$ cat src/rtl/pipelined_addsub.sv
// Chunked, pipelined adder/subtractor with signed saturation, carry/overflow/zero flags
// and a valid/ready handshake. Carry ripples one CHUNK per register stage.
module pipelined_addsub #(
  parameter int WIDTH  = 32,
  parameter int STAGES = 2
) (
  input  logic             clk,
  input  logic             rst,
  input  logic             in_valid,
  output logic             in_ready,
  input  logic [WIDTH-1:0] A,
  input  logic [WIDTH-1:0] B,
  input  logic [1:0]       op,
  output logic             out_valid,
  input  logic             out_ready,
  output logic [WIDTH-1:0] out,
  output logic             carry,
  output logic             overflow,
  output logic             zero
);

  localparam int CHUNK = WIDTH / STAGES;
  localparam int LAST  = STAGES - 1;

  // op[0] selects subtract (invert B, carry-in 1); op[1] selects saturation.
  logic              ready_q;
  logic [STAGES-1:0] v_q, v_n;
  logic [WIDTH-1:0]  a_q [STAGES];
  logic [WIDTH-1:0]  b_q [STAGES];
  logic [WIDTH-1:0]  s_q [STAGES];
  logic              c_q [STAGES];
  logic [1:0]        op_q[STAGES];
  logic [WIDTH-1:0]  a_n [STAGES];
  logic [WIDTH-1:0]  b_n [STAGES];
  logic [WIDTH-1:0]  s_n [STAGES];
  logic              c_n [STAGES];
  logic [1:0]        op_n[STAGES];

  logic adv;
  logic accept;

  assign adv      = !v_q[LAST] || out_ready;
  assign in_ready = ready_q && adv;
  assign accept   = in_valid && in_ready;

  // Every stage computes its chunk from the previous stage's registers; stage 0 from the ports.
  always_comb begin
    logic [WIDTH-1:0] pa, pb, ps;
    logic             pc;
    logic [1:0]       po;
    logic [CHUNK:0]   t;
    for (int k = 0; k < STAGES; k++) begin
      if (k == 0) begin
        pa = A;
        pb = op[0] ? ~B : B;
        ps = '0;
        pc = op[0];
        po = op;
        v_n[k] = accept;
      end else begin
        pa = a_q[(k == 0) ? 0 : k - 1];
        pb = b_q[(k == 0) ? 0 : k - 1];
        ps = s_q[(k == 0) ? 0 : k - 1];
        pc = c_q[(k == 0) ? 0 : k - 1];
        po = op_q[(k == 0) ? 0 : k - 1];
        v_n[k] = v_q[(k == 0) ? 0 : k - 1];
      end
      t = {1'b0, pa[k*CHUNK +: CHUNK]} + {1'b0, pb[k*CHUNK +: CHUNK]}
        + {{CHUNK{1'b0}}, pc};
      s_n[k] = ps;
      s_n[k][k*CHUNK +: CHUNK] = t[CHUNK-1:0];
      c_n[k]  = t[CHUNK];
      a_n[k]  = pa;
      b_n[k]  = pb;
      op_n[k] = po;
    end
  end

  always_ff @(posedge clk or negedge rst) begin
    if (!rst) begin
      ready_q <= 1'b0;
      v_q     <= '0;
    end else begin
      ready_q <= 1'b1;
      if (adv) v_q <= v_n;
    end
  end

  // NOTE: datapath registers have no reset; the valid bits alone qualify their contents,
  // and the outputs below are gated by out_valid so they read 0 during reset.
  always_ff @(posedge clk) begin
    if (adv) begin
      for (int k = 0; k < STAGES; k++) begin
        a_q[k]  <= a_n[k];
        b_q[k]  <= b_n[k];
        s_q[k]  <= s_n[k];
        c_q[k]  <= c_n[k];
        op_q[k] <= op_n[k];
      end
    end
  end

  logic             msb_a, msb_b, ovf;
  logic [WIDTH-1:0] raw, sat_val, res;

  always_comb begin
    msb_a   = a_q[LAST][WIDTH-1];
    msb_b   = b_q[LAST][WIDTH-1];
    raw     = s_q[LAST];
    ovf     = (msb_a == msb_b) && (raw[WIDTH-1] != msb_a);
    sat_val = msb_a ? {1'b1, {(WIDTH-1){1'b0}}} : {1'b0, {(WIDTH-1){1'b1}}};
    res     = (op_q[LAST][1] && ovf) ? sat_val : raw;
  end

  assign out_valid = v_q[LAST];
  assign out       = out_valid ? res : '0;
  assign carry     = out_valid && c_q[LAST];
  assign overflow  = out_valid && ovf;
  assign zero      = out_valid && (res == '0);

endmodule
$ cat config.mk
export PLATFORM = sky130hd
export DESIGN_NAME = pipelined_addsub
export DESIGN_NICKNAME = d
export VERILOG_FILES = /design/src/rtl/pipelined_addsub.sv
export SDC_FILE = /design/constraint.sdc
export NUM_CORES = 1
export LEC_CHECK = 0
export ABC_AREA = 1
export CAP_MARGIN = 20
export CORE_MARGIN = 3
export CORE_UTILIZATION = 55
export DETAILED_ROUTE_END_ITERATION = 12
export GPL_ROUTABILITY_DRIVEN = 0
export GPL_TIMING_DRIVEN = 1
export PLACE_DENSITY = 0.82
export REMOVE_ABC_BUFFERS = 1
export SLEW_MARGIN = 25
export SYNTH_ARGS = -nofsm -noshare
export SYNTH_HDL_FRONTEND = slang
export SYNTH_SLANG_ARGS = --single-unit
$ cat constraint.sdc
create_clock -name clk -period 8.2 [get_ports clk]
set_clock_uncertainty 0.1 [all_clocks]
set_input_delay 1.64 -clock clk [delete_from_list [all_inputs] [get_ports clk]]
set_output_delay 1.64 -clock clk [all_outputs]
set_load 0.01 [all_outputs]
; ---- Yosys cells after proc, flatten, opt, wreduce, memory -nomap -nowiden
; Memory sizes are Yosys's and may differ from the RTL's.
; Index checks and enable logic that the tools add are counted.
[op_classes]
addsub = 4
eq_ne = 2
n_mux = 6
n_bitwise = 1
n_reduce_logical = 10
[ops]
columns = cell, count
row1 = 2-to-1 mux 32 bit, 4
row2 = adder 16 x 16 -> 17 bit, 2
row3 = adder 17 x 1 -> 17 bit, 2
row4 = logical NOT 32 bit, 1
row5 = NOT 32 bit, 1
row6 = logical AND 1 bit, 7
row7 = 2-to-1 mux 1 bit, 2
row8 = equality test 1 bit, 1
row9 = logical NOT 1 bit, 1
row10 = logical OR 1 bit, 1
row11 = inequality test 1 bit, 1
[totals]
regBits = 3
ramBits = 198
inputBits = 70
out_inout_bits = 37
elab_cells = 30
mem_count = 5
[memory_table]
columns = memory, depth, word_bits, read_ports, rd_ports_with_merged_regs, write_ports, line_no
row1 = a_q, 2, 32, 2, 0, 2, 28  ; logic [WIDTH-1:0] a_q [STAGES];
row2 = b_q, 2, 32, 2, 0, 2, 29  ; logic [WIDTH-1:0] b_q [STAGES];
row3 = s_q, 2, 32, 2, 0, 2, 30  ; logic [WIDTH-1:0] s_q [STAGES];
row4 = op_q, 2, 2, 2, 0, 2, 32  ; logic [1:0] op_q[STAGES];
row5 = c_q, 2, 1, 2, 0, 2, 31  ; logic c_q [STAGES];

; ---- Longest topological paths before layout
; Gate-level depths: netlist of run 1.
; An unclocked memory read counts as a cell.
[logic_depth]
ltp_word = 7
ltp_mapped = 12
mapped_depth_nobuf = 11

; ---- Least setup slack after synthesis of run 1
; No wires, ideal clock.
[synth_path]
path_kind = input -> register
start = input out_ready
end = memory a_q[0][16] (enable)
t_arrival_ns = 3.375
t_required_ns = 7.659
setup_slack_ns = 4.284
cell_stages = 2
cell_sequence = nor2_1 inv_1
[synth_rtl]
columns = item, line_no
row1 = start: declaration, 15  ; input logic out_ready,
row2 = end: declaration, 28

; ---- Worst setup path in the final report of run 1
[layout_path]
start = input out_ready
end = output in_ready
[layout_between]
elab_chain_len = 2
[layout_rtl]
columns = item, line_no
row1 = logical OR 1 bit, 42  ; assign adv = !v_q[LAST] || out_ready;
row2 = logical AND 1 bit, 43  ; assign in_ready = ready_q && adv;
row3 = end: declaration, 10  ; output logic in_ready,
; Every way passes these cells.

==> results of run 1 <==
## cell usage after synthesis, drive strengths merged
library cell / number
nor3: 7
inv: 33
a31oi: 1
xor2: 47
clkinv: 1
ha: 30
a21oi: 57
o21a: 1
nand4: 4
nor2: 38
fa: 3
clkbuf: 6
nand2: 128
nand3: 34
o21ai: 19
conb: 1
o211ai: 2
dfrtp: 3
buf: 8
o21bai: 5
a21o: 8
edfxtp: 86
xnor2: 5
## critical path, cell delays in order
cell and delay (ns):
clkdlybuf4s50_1 0.46, nor2_1 0.06, nor2_1 0.20, clkdlybuf4s50_1 0.57
## sequential cells by signal, summed over array words and instances, names as in the netlist
register  cells
s_q          48
c_q           2
a_q          17
v_q           2
op_q          2
ready_q       1
b_q          17
## metrics by stage
step	hold WS [ns]	power [mW]	instances	util [%]	setup slack, ns
after global placement	0.302	1.15	729	70.6	3.61
after global routing	0.326	1.53	745	72.6	3.49
after floorplan	0.300	0.976	513	-	4.26
after detailed placement	0.305	1.18	729	70.6	3.59
after CTS	0.325	1.45	745	72.5	3.59
final	0.323	1.44	745	72.6	3.54
## metal layers
metal | track usage [%] | wire length (um) | share of wire [%]
met1 | 26.9 | 4430 | 42
met4 | 8.27 | 298 | 2.8
met2 | 34.3 | 5030 | 47
met5 | 0 | 0 | 0
met3 | 3.59 | 856 | 8.1
## power breakdown
| group | internal (mW) | leakage [nW] | switching [mW] |
|---|---|---|---|
| clock network | 0.113 | 0.0885 | 0.158 |
| registers | 0.634 | 0.922 | 0.0382 |
| logic | 0.217 | 1.74 | 0.282 |
| total | 0.964 | 2.75 | 0.478 |
## worst max path at each step
| stage | cells past startpoint | slack (ns) | start | to |
|---|---|---|---|---|
| finish | 4 | 3.54 | out_ready | in_ready |
| detailed placement | 4 | 3.59 | out_ready | in_ready |
| CTS | 4 | 3.59 | out_ready | in_ready |
| global placement | 4 | 3.61 | out_ready | in_ready |
| floorplan | 2 | 4.26 | out_ready | a_q[0][16]$_DFFE_PN_ |
| global route | 4 | 3.49 | out_ready | in_ready |
## kinds of logic after synthesis
| logic type | count (synthesis) |
|---|---|
| AO/OA/AOI/OAI | 93 |
| other | 1 |
| flip-flops | 89 |
| AND/OR/NAND/NOR | 211 |
| buffers and inverters | 48 |
| adder cells (fa/ha/maj) | 33 |
| XOR/XNOR | 52 |
## layout make-up
cell class	instances	area [um^2]	share of cell area (%)
well taps	108	135	2.09
inverters	34	129	2.00
repair buffers	108	1070	16.7
multi-input cells	390	2280	35.4
flip-flops and latches	89	2660	41.2
clock buffers	9	124	1.92
clock inverters	7	51.3	0.795
==> metrics.md, run 1 <==
| Metric | Value |
|---|---|
| Outcome | finished, final reports clean |
| Sequential fraction of the synthesis area | 51.6% |
| DRT Wirelength | around 11 mm |
| GRT Util Overall | between 20 and 25% |
| Clk slew on worst S/H paths | approximately 0.08 ns |
| Post-CTS Hold Buffers | 0 |
| Synthesized flop and latch total | 89 |
| Setup crit start kind | primary input |
| DRT iter0 DRCs | 377 |
| Mapped cell area | a little over 0.005 mm^2 |
| Pwr dens | roughly 220 mW/mm^2 |
| Hold/Removal Path Class | reg -> reg |
| Largest net degree at the start of global routing | a little under 90 |
| Total of max-cap violations | 0 |
| Distinct cells, synth | 30 |
| Clock network latency to the later pin of the worst-skew pair | between 0.3 and 0.4 ns |
| Final Cycle Share | 56.9% |
| Post-synthesis adder-cell area fraction | under 10% |
| Worst-margin pin slew | about 0.9 ns |
| VDD IR max | ~0.1 mV |
| # IOs | 107 |
| Unrepaired setup endpoints after global routing | false |
| RR Endpoint | s_q[0][14]$_DFFE_PN_ |
| Leading area contributor after synthesis | edfxtp_1 |
| R2R setup slack | slightly below 6 ns |
| Worst relative slew slack | between 40% and 50% |
| Total CTS buffers | 9 |
| Die height | slightly above 100 um |
| Number of vias per cell | 5.54 |
| # DRC | 0 |
| Pleak | 2.75 nW |
| Max Root-Sink Buffers | 2 |
| Antenna violations before repair | 0 |
| Synth top area share | 50.2% |
| Slew Limit Fails | 0 |
| Placement Cell Area | roughly 0.0063 mm^2 |
| Drt pass-1 iters | 5 |
| Worst r2r path cells | 4 |
| Global-route wire length before repair | ~17 mm |
| Largest family of logic cells by synthesized area | simple AND/OR/NAND/NOR gates |
| R2R Path Start | v_q[1]$_DFFE_PN0N_ |
| Hold path cells | 0 |
| Commonest non-fill, non-tap cell in the layout | nand2_1 |
| GRT overflow | 0 |
| Detail-routed net length per standard cell | about 14 um |
| Share of cells above drive strength 1 | just over 4% |
| Fin Setup TNS | 0 ns |
| Mean Syn Cell Area | 9.77 um^2 |
| Period minus WS final | approximately 4.7 ns |
| Most frequent cells in the layout | 125 x nand2_1, 105 x clkdlybuf4s50_1, 86 x edfxtp_1, 57 x a21oi_1, 47 x xor2_1 |
| Post-synthesis mux area share | 0% |
| CTS H-tree depth | 3 |
| Row cnt | 34 |
| Final instance area | around 0.0065 mm^2 |
| Detailed-route via count | around 4100 |
| Hold Vio Cnt, Final | 0 |
| Cell count after synthesis | 527 |
| Synth Area in Compound Gates | about a tenth |
| Final ANT Viol Nets | 0 |
| # setup viols final | 0 |
| Ys Warns | 0 |
| Core box area | 0.00889 mm^2 |
| Critical path class | in -> out |
| Synth Area in Simple Gates | about 17% |
| Post-DP HPWL | 8.00 mm |
| Post-layout nets | around 740 |
| Number of global-route vias before repair | 3818 |
| Max Freq | around 0.21 GHz |
| Worst Min Path Start | s_q[0][9]$_DFFE_PN_ |
| Die X | approximately 100 um |
| IO Port Bufs | 106 |
| Area contributors post-synth | edfxtp_1 50%, nand2_1 9.1%, xor2_1 8.0%, ha_1 7.3%, a21oi_1 5.5% |
| Maximum fanout along the worst path | 2 |
| P&R area growth vs syn | 25.4% |
| Post-synthesis xor/xnor area fraction | a little under 9% |
| Root Buffer Master | clkbuf_8 |
| Antenna cells | 0 |
| Fillers | 668 |
| CTS tree | yes |
| Post-CTS setup buffer count | 0 |
| End of the worst hold path | s_q[0][41]$_DFFE_PN_ |
| Worst path required time | 6.46 ns |
| Die area | approximately 0.011 mm^2 |
| Post-cts gate resize count | 0 |
| Starting Density | approximately 58% |
| Worst EP arrival | between 2 and 3 ns |
| CP Capture Type | output pin |
| TritonCTS Sinks | 89 |
No activity file was read; power rests on OpenSTA's default activity.
==> inputs of run 2 (changes only) <==
Settings changed: CORE_UTILIZATION 55 to 47, PLACE_DENSITY 0.82 to 0.74.
Clock period 8.2 ns to 4.2 ns, I/O delays scaled along.
==> run 2 against run 1 <==
Compared with the run above:
- worst hold slack worse by 0.00099 ns
- combinational power is 96% higher
- power grew 100%
==> metrics.md, run 2 (synthesized netlist as in run 1, its figures left out) <==
| Metric | Value |
|---|---|
| Worst relative slew slack | 46.9% (+6.1 points) |
| Met1 Resource Use GR | 23.9% (-2.9 points) |
| Fin worst setup slack | 0.520 ns (-3.02 ns) |
| Worst EP arrival | 2.74 ns (-0.18 ns) |
| Final Non-Filler Cells | 775 (+4.0%) |
| CP Capture Type | output pin |
| Post-DP HPWL | 8.14 mm (+1.8%) |
| GRT overflow | 0 (unchanged) |
| Total of max-cap violations | 0 (unchanged) |
| Final hold slack | 0.322 ns (-0.000992 ns) |
| Hold path cells | 0 (unchanged) |
| IO Port Bufs | 106 (unchanged) |
| VDD IR max | 0.207 mV (+110%) |
| # IOs | 107 (unchanged) |
| Finished Core Util | 62.2% (-10 points) |
| DP Cell Count | 759 (+4.1%) |
| CTS tree | yes |
| Clk slew on worst S/H paths | 0.09 ns (about the same) |
| Core box area | 0.0105 mm^2 (+18%) |
| Die area | 0.0122 mm^2 (+16%) |
| Clock network latency to the later pin of the worst-skew pair | 0.36 ns (about the same) |
| Die X | 111 um (+7.7%) |
| Number of global-route vias before repair | 3820 (+0.052%) |
| Top flop regs | s_q x48, a_q x17, b_q x17 |
| GR Util met2 | 28.2% (-6.1 points) |
| GR Util met3 | 2.07% (-1.5 points) |
| Row cnt | 37 (+8.8%) |
| Number of vias per cell | 5.18 (-6.5%) |
| # setup viols final | 0 (unchanged) |
| Post-cts gate resize count | 0 (unchanged) |
| R2R setup slack | 1.45 ns (-4.35 ns) |
| Unrepaired setup endpoints after global routing | false |
| Most frequent cells in the layout | 125 x nand2_1, 105 x clkdlybuf4s50_1, 86 x edfxtp_1, 57 x a21oi_1, 47 x xor2_1 |
| Share of cells above drive strength 1 | 4.54% (+0.46 points) |
| Reg with most FFs | s_q |
| Multi-input combinational cell area | 0.00228 mm^2 (unchanged) |
| Antenna violations before repair | 0 (unchanged) |
| Detailed-route via count | 4014 (-2.7%) |
| Post-layout nets | 737 (+0.27%) |
| Worst path required time | 3.26 ns (-3.20 ns) |
| Antenna cells | 0 (unchanged) |
| Final ANT Viol Nets | 0 (unchanged) |
| Commonest non-fill, non-tap cell in the layout | nand2_1 |
| Root Buffer Master | clkbuf_8 |
| Global-route wire length before repair | 17.6 mm (+3.1%) |
| Post-CTS Hold Buffers | 0 (unchanged) |
| Fin Setup TNS | 0 ns (unchanged) |
| R2R Path Start | v_q[1]$_DFFE_PN0N_ |
| Largest net degree at the start of global routing | 48 (-46%) |
| Critical path class | reg -> out |
| Worst r2r path cells | 5 (+1) |
| Dpl ws | 0.917 ns (-2.67 ns) |
| DRT iter0 DRCs | 399 (+5.8%) |
| Critical Path Sink | out[5] |
| Setup crit start kind | flip-flop |
| Pwr dens | 440 mW/mm^2 (+97%) |
| CTS H-tree depth | 3 (unchanged) |
| RR Endpoint | b_q[0][20]$_DFFE_PN_ |
| Max Freq | ~0.27 GHz |
| # DRC | 0 (unchanged) |
| Hold Vio Cnt, Final | 0 (unchanged) |
| Die height | 111 um (+7.7%) |
| Max Root-Sink Buffers | 2 (unchanged) |
| Crit path from | b_q[0][63]$_DFFE_PN_ |
| Slew Limit Fails | 0 (unchanged) |
| GRT Util Overall | 17.3% (-3.3 points) |
| TritonCTS Sinks | 89 (unchanged) |
| Maximum fanout along the worst path | 19 (+17) |
| Total CTS buffers | 9 (unchanged) |
| Worst-margin pin slew | 0.794 ns (-0.0941 ns) |
| Period minus WS final | about 3.7 ns |
| P&R area growth vs syn | 27.0% |
| Hold/Removal Path Class | reg -> reg |
| Post-CTS setup buffer count | 0 (unchanged) |
| Outcome | finished, final reports clean |
| Register area | 0.00266 mm^2 (unchanged) |
| DRT Wirelength | 10.7 mm (+0.74%) |
| Gr busiest metal | met2 |
| Detail-routed net length per standard cell | 13.8 um (-3.2%) |
| Final Cycle Share | between 80 and 90% |
| Final instance area | 0.00654 mm^2 (+1.3%) |
| Power Total | 2.88 mW (+100%) |
| Fillers | 889 (+33%) |
| Max reg flops | 48 (unchanged) |
| Placement Cell Area | 0.00634 mm^2 (+1.0%) |
| Drt pass-1 iters | 6 (+1) |
| Pleak | 2.77 nW (+0.79%) |
| Starting Density | 49.0% (-8.9 points) |
==> run 2: changes by cell type in the layout (fill, tap and decap cells not counted), sizes merged <==
cell,delta
buf,+2
bufinv,+1
clkinv,-1
clkinvlp,+1
inv,-1
==> run 2: critical path, stage by stage (launching register included) <==
cell             delay, ns
edfxtp_1              0.41
inv_1                 0.11
nand4_1               0.63
buf_4                 0.46
a21oi_1               0.21
clkdlybuf4s50_1       0.56
==> run 2: per-layer routing <==
layer | vias up | routed length (um)
met1 | 1814 | 4830
li1 | 2030 | -
met5 | - | 0
met4 | 0 | 144
met3 | 13 | 669
met2 | 157 | 5050
==> run 2: worst min path at each step <==
stage,start,end,slack (ns)
after CTS,s_q[0][14]$_DFFE_PN_,s_q[0][46]$_DFFE_PN_,0.32
after floorplan,op_q[0][1]$_DFFE_PN_,op_q[0][3]$_DFFE_PN_,0.30
final,s_q[0][14]$_DFFE_PN_,s_q[0][46]$_DFFE_PN_,0.32
after global routing,s_q[0][11]$_DFFE_PN_,s_q[0][43]$_DFFE_PN_,0.33
after detailed placement,s_q[0][9]$_DFFE_PN_,s_q[0][41]$_DFFE_PN_,0.30
after global placement,s_q[0][1]$_DFFE_PN_,s_q[0][33]$_DFFE_PN_,0.30
==> run 2: area by class of cell <==
class	instances	area share [%]
clock inverters	7	1.17
inverters	34	1.97
well taps	136	2.60
multi-input cells	390	34.9
clock buffers	9	1.89
repair buffers	110	16.8
flip-flops and latches	89	40.7
==> run 2: power breakdown <==
group | switching [mW] | internal, mW | total [mW]
Sequential | 0.0746 | 1.24 | 1.31
Clock | 0.309 | 0.280 | 0.589
Combinational | 0.552 | 0.426 | 0.979
Total | 0.936 | 1.94 | 2.88
==> inputs of run 3 (changes only) <==
Settings changed: CORE_MARGIN 3 to 4.
==> run 3 against run 2 <==
Compared with the run above:
- flip-flop and latch count did not move
- combinational power about the same
- routed wire length up 1.7%
- clock power increased by 11%
- critical path depth grew 5
- first-iteration DRC count rose by 1.0%
- critical path type unchanged
- largest cell class unchanged
- largest power group unchanged
==> metrics.md, run 3 (synthesized netlist as in run 1, its figures left out) <==
| Metric | Value |
|---|---|
| Total of max-cap violations | 0 (unchanged) |
| Post-DP HPWL | 8.46 mm (+3.9%) |
| Starting Density | 49.0% (unchanged) |
| Row cnt | 37 (unchanged) |
| Clock power share | 22.1% (+1.6 points) |
| # DRC | 0 (unchanged) |
| Total CTS buffers | 9 (unchanged) |
| Detailed-route via count | 3981 (-0.82%) |
| Cell internal pwr | 2.01 mW (+3.2%) |
| Pwr dens | 449 mW/mm^2 (+1.9%) |
| Fillers | 883 (-0.67%) |
| Global-route wire length before repair | 17.6 mm (+0.12%) |
| Sequential share of power | 44.7% (-0.9 points) |
| Worst relative slew slack | 56.3% (+9.4 points) |
| Worst EP arrival | 2.64 ns (-0.10 ns) |
| # IOs | 107 (unchanged) |
| DRT iter0 DRCs | 403 (+1.0%) |
| Clock network latency to the later pin of the worst-skew pair | 0.35 ns (about the same) |
| Power Total | 2.94 mW (+2.3%) |
| Hold/Removal Path Class | reg -> reg |
| Drt pass-1 iters | 5 (-1) |
| NetSw | 0.938 mW (+0.26%) |
| GRT overflow | 0 (unchanged) |
| GRT Util Overall | 17.2% (-0.093 points) |
| Post-cts gate resize count | 0 (unchanged) |
| Number of global-route vias before repair | 3866 (+1.2%) |
| Post-CTS Hold Buffers | 0 (unchanged) |
| Share of cells above drive strength 1 | 4.54% (unchanged) |
| Post-CTS setup buffer count | 0 (unchanged) |
| P&R area growth vs syn | 27.5% |
| IO Port Bufs | 106 (unchanged) |
| Number of vias per cell | 5.14 (-0.82%) |
| Maximum fanout along the worst path | 42 (+23) |
| Largest net degree at the start of global routing | 50 (+4.2%) |
| Reg with most FFs | s_q |
| Final instance area | 0.00656 mm^2 (+0.36%) |
| Max reg flops | 48 (unchanged) |
| Die area | 0.0127 mm^2 (+3.6%) |
| Detail-routed net length per standard cell | 14.0 um (+1.7%) |
| CP Capture Type | output pin |
| Die X | 113 um (+1.8%) |
| Period minus WS final | 3.58 ns (-0.105 ns) |
| Antenna cells | 0 (unchanged) |
| TritonCTS Sinks | 89 (unchanged) |
| Commonest non-fill, non-tap cell in the layout | nand2_1 |
| Critical path class | reg -> out |
| Unrepaired setup endpoints after global routing | false |
| Setup crit start kind | flip-flop |
| Outcome | finished, final reports clean |
| Worst-margin pin slew | 0.656 ns (-0.139 ns) |
| Switch share | 31.9% (-0.64 points) |
| Final ANT Viol Nets | 0 (unchanged) |
| # setup viols final | 0 (unchanged) |
| Final Cycle Share | 85.1% (-2.5 points) |
| Post-layout nets | 737 (unchanged) |
| Final hold slack | 0.320 ns (-0.00194 ns) |
| Worst path required time | 3.26 ns (about the same) |
| Die height | 113 um (+1.8%) |
| Placement Cell Area | 0.00634 mm^2 (unchanged) |
| Hold Vio Cnt, Final | 0 (unchanged) |
| DRT Wirelength | 10.9 mm (+1.7%) |
| Core box area | 0.0105 mm^2 (unchanged) |
| Combinational share of power | 33.2% (-0.8 points) |
| Most frequent cells in the layout | 125 x nand2_1, 105 x clkdlybuf4s50_1, 86 x edfxtp_1, 57 x a21oi_1, 47 x xor2_1 |
| CTS tree | yes |
| Max Root-Sink Buffers | 2 (unchanged) |
| Fin Setup TNS | 0 ns (unchanged) |
| Finished Core Util | 62.4% (+0.23 points) |
| Antenna violations before repair | 0 (unchanged) |
| VDD IR max | 0.195 mV (-5.7%) |
| Pleak | 2.79 nW (+0.65%) |
| Root Buffer Master | clkbuf_8 |
| Clk slew on worst S/H paths | 0.08 ns (about the same) |
| CTS H-tree depth | 3 (unchanged) |
| Top flop regs | s_q x48, a_q x17, b_q x17 |
| Slew Limit Fails | 0 (unchanged) |
| Max Freq | 0.280 GHz (+2.9%) |
==> run 3: cell types whose count changed in the layout (fill, tap and decap cells not counted), sizes merged <==
cell      delta
clkinv       +1
bufinv       +1
clkinvlp     -2
==> run 3: routing by layer <==
| layer | wire (um) | vias to the layer above | share of wire [%] | track usage, % |
|---|---|---|---|---|
| met3 | 624 | 18 | 5.7 | 3.50 |
| met5 | 0 | - | 0 | 0 |
| met1 | 4950 | 1800 | 45 | 23.4 |
| met2 | 5100 | 133 | 47 | 27.4 |
| met4 | 199 | 0 | 1.8 | 6.17 |
| li1 | - | 2030 | - | - |
==> run 3: per-stage QoR <==
stage / setup slack [ns] / std cells
3_5_place_dp: 1.01 / 759
3_3_place_gp: 1.03 / 759
2_1_floorplan: 1.05 / 513
5_1_grt: 0.438 / 775
4_1_cts: 0.615 / 775
6_report: 0.624 / 775
==> run 3: area by class of cell <==
class	count	area, um^2	area share [%]
Tap cell	136	170	2.59
Sequential cell	89	2660	40.5
Inverter	34	129	1.96
Multi-Input combinational cell	390	2280	34.8
Clock buffer	9	124	1.89
Clock inverter	7	100	1.53
Timing Repair Buffer	110	1100	16.7
==> run 3: critical path, cell delays in order, from the launching register on <==
cell	delay, ns
edfxtp_1	0.43
inv_2	0.09
nand2_1	0.06
nand2_2	0.08
nand3_4	0.35
o21ai_0	0.27
nand2_1	0.09
nor2_1	0.18
nand3_1	0.10
nor2_1	0.09
clkdlybuf4s50_1	0.54
==> run 3: worst paths after layout <==
check / from / endpoint / slack (ns) / depth (start not counted)
worst max-delay path: s_q[0][63]$_DFFE_PN_ / zero / 0.62 / 10
worst min-delay path: s_q[0][8]$_DFFE_PN_ / s_q[0][40]$_DFFE_PN_ / 0.32 / 0
worst max register to register: v_q[1]$_DFFE_PN0N_ / v_q[0]$_DFFE_PN0N_ / 1.24 / 6
worst min register to register: s_q[0][8]$_DFFE_PN_ / s_q[0][40]$_DFFE_PN_ / 0.32 / 0
max in group asynchronous: rst / v_q[0]$_DFFE_PN0N_ / 3.25 / 1
min in group asynchronous: rst / v_q[1]$_DFFE_PN0N_ / 0.58 / 1
==> run 3: power groups by stage <==
stage | combinational [mW] | sequential, mW | clock, mW
2_1_floorplan | 0.592 | 1.31 | 0
6_report | 0.977 | 1.31 | 0.652
4_1_cts | 0.977 | 1.31 | 0.665
5_1_grt | 1.08 | 1.33 | 0.703
3_3_place_gp | 0.955 | 1.33 | 0
3_5_place_dp | 0.973 | 1.34 | 0
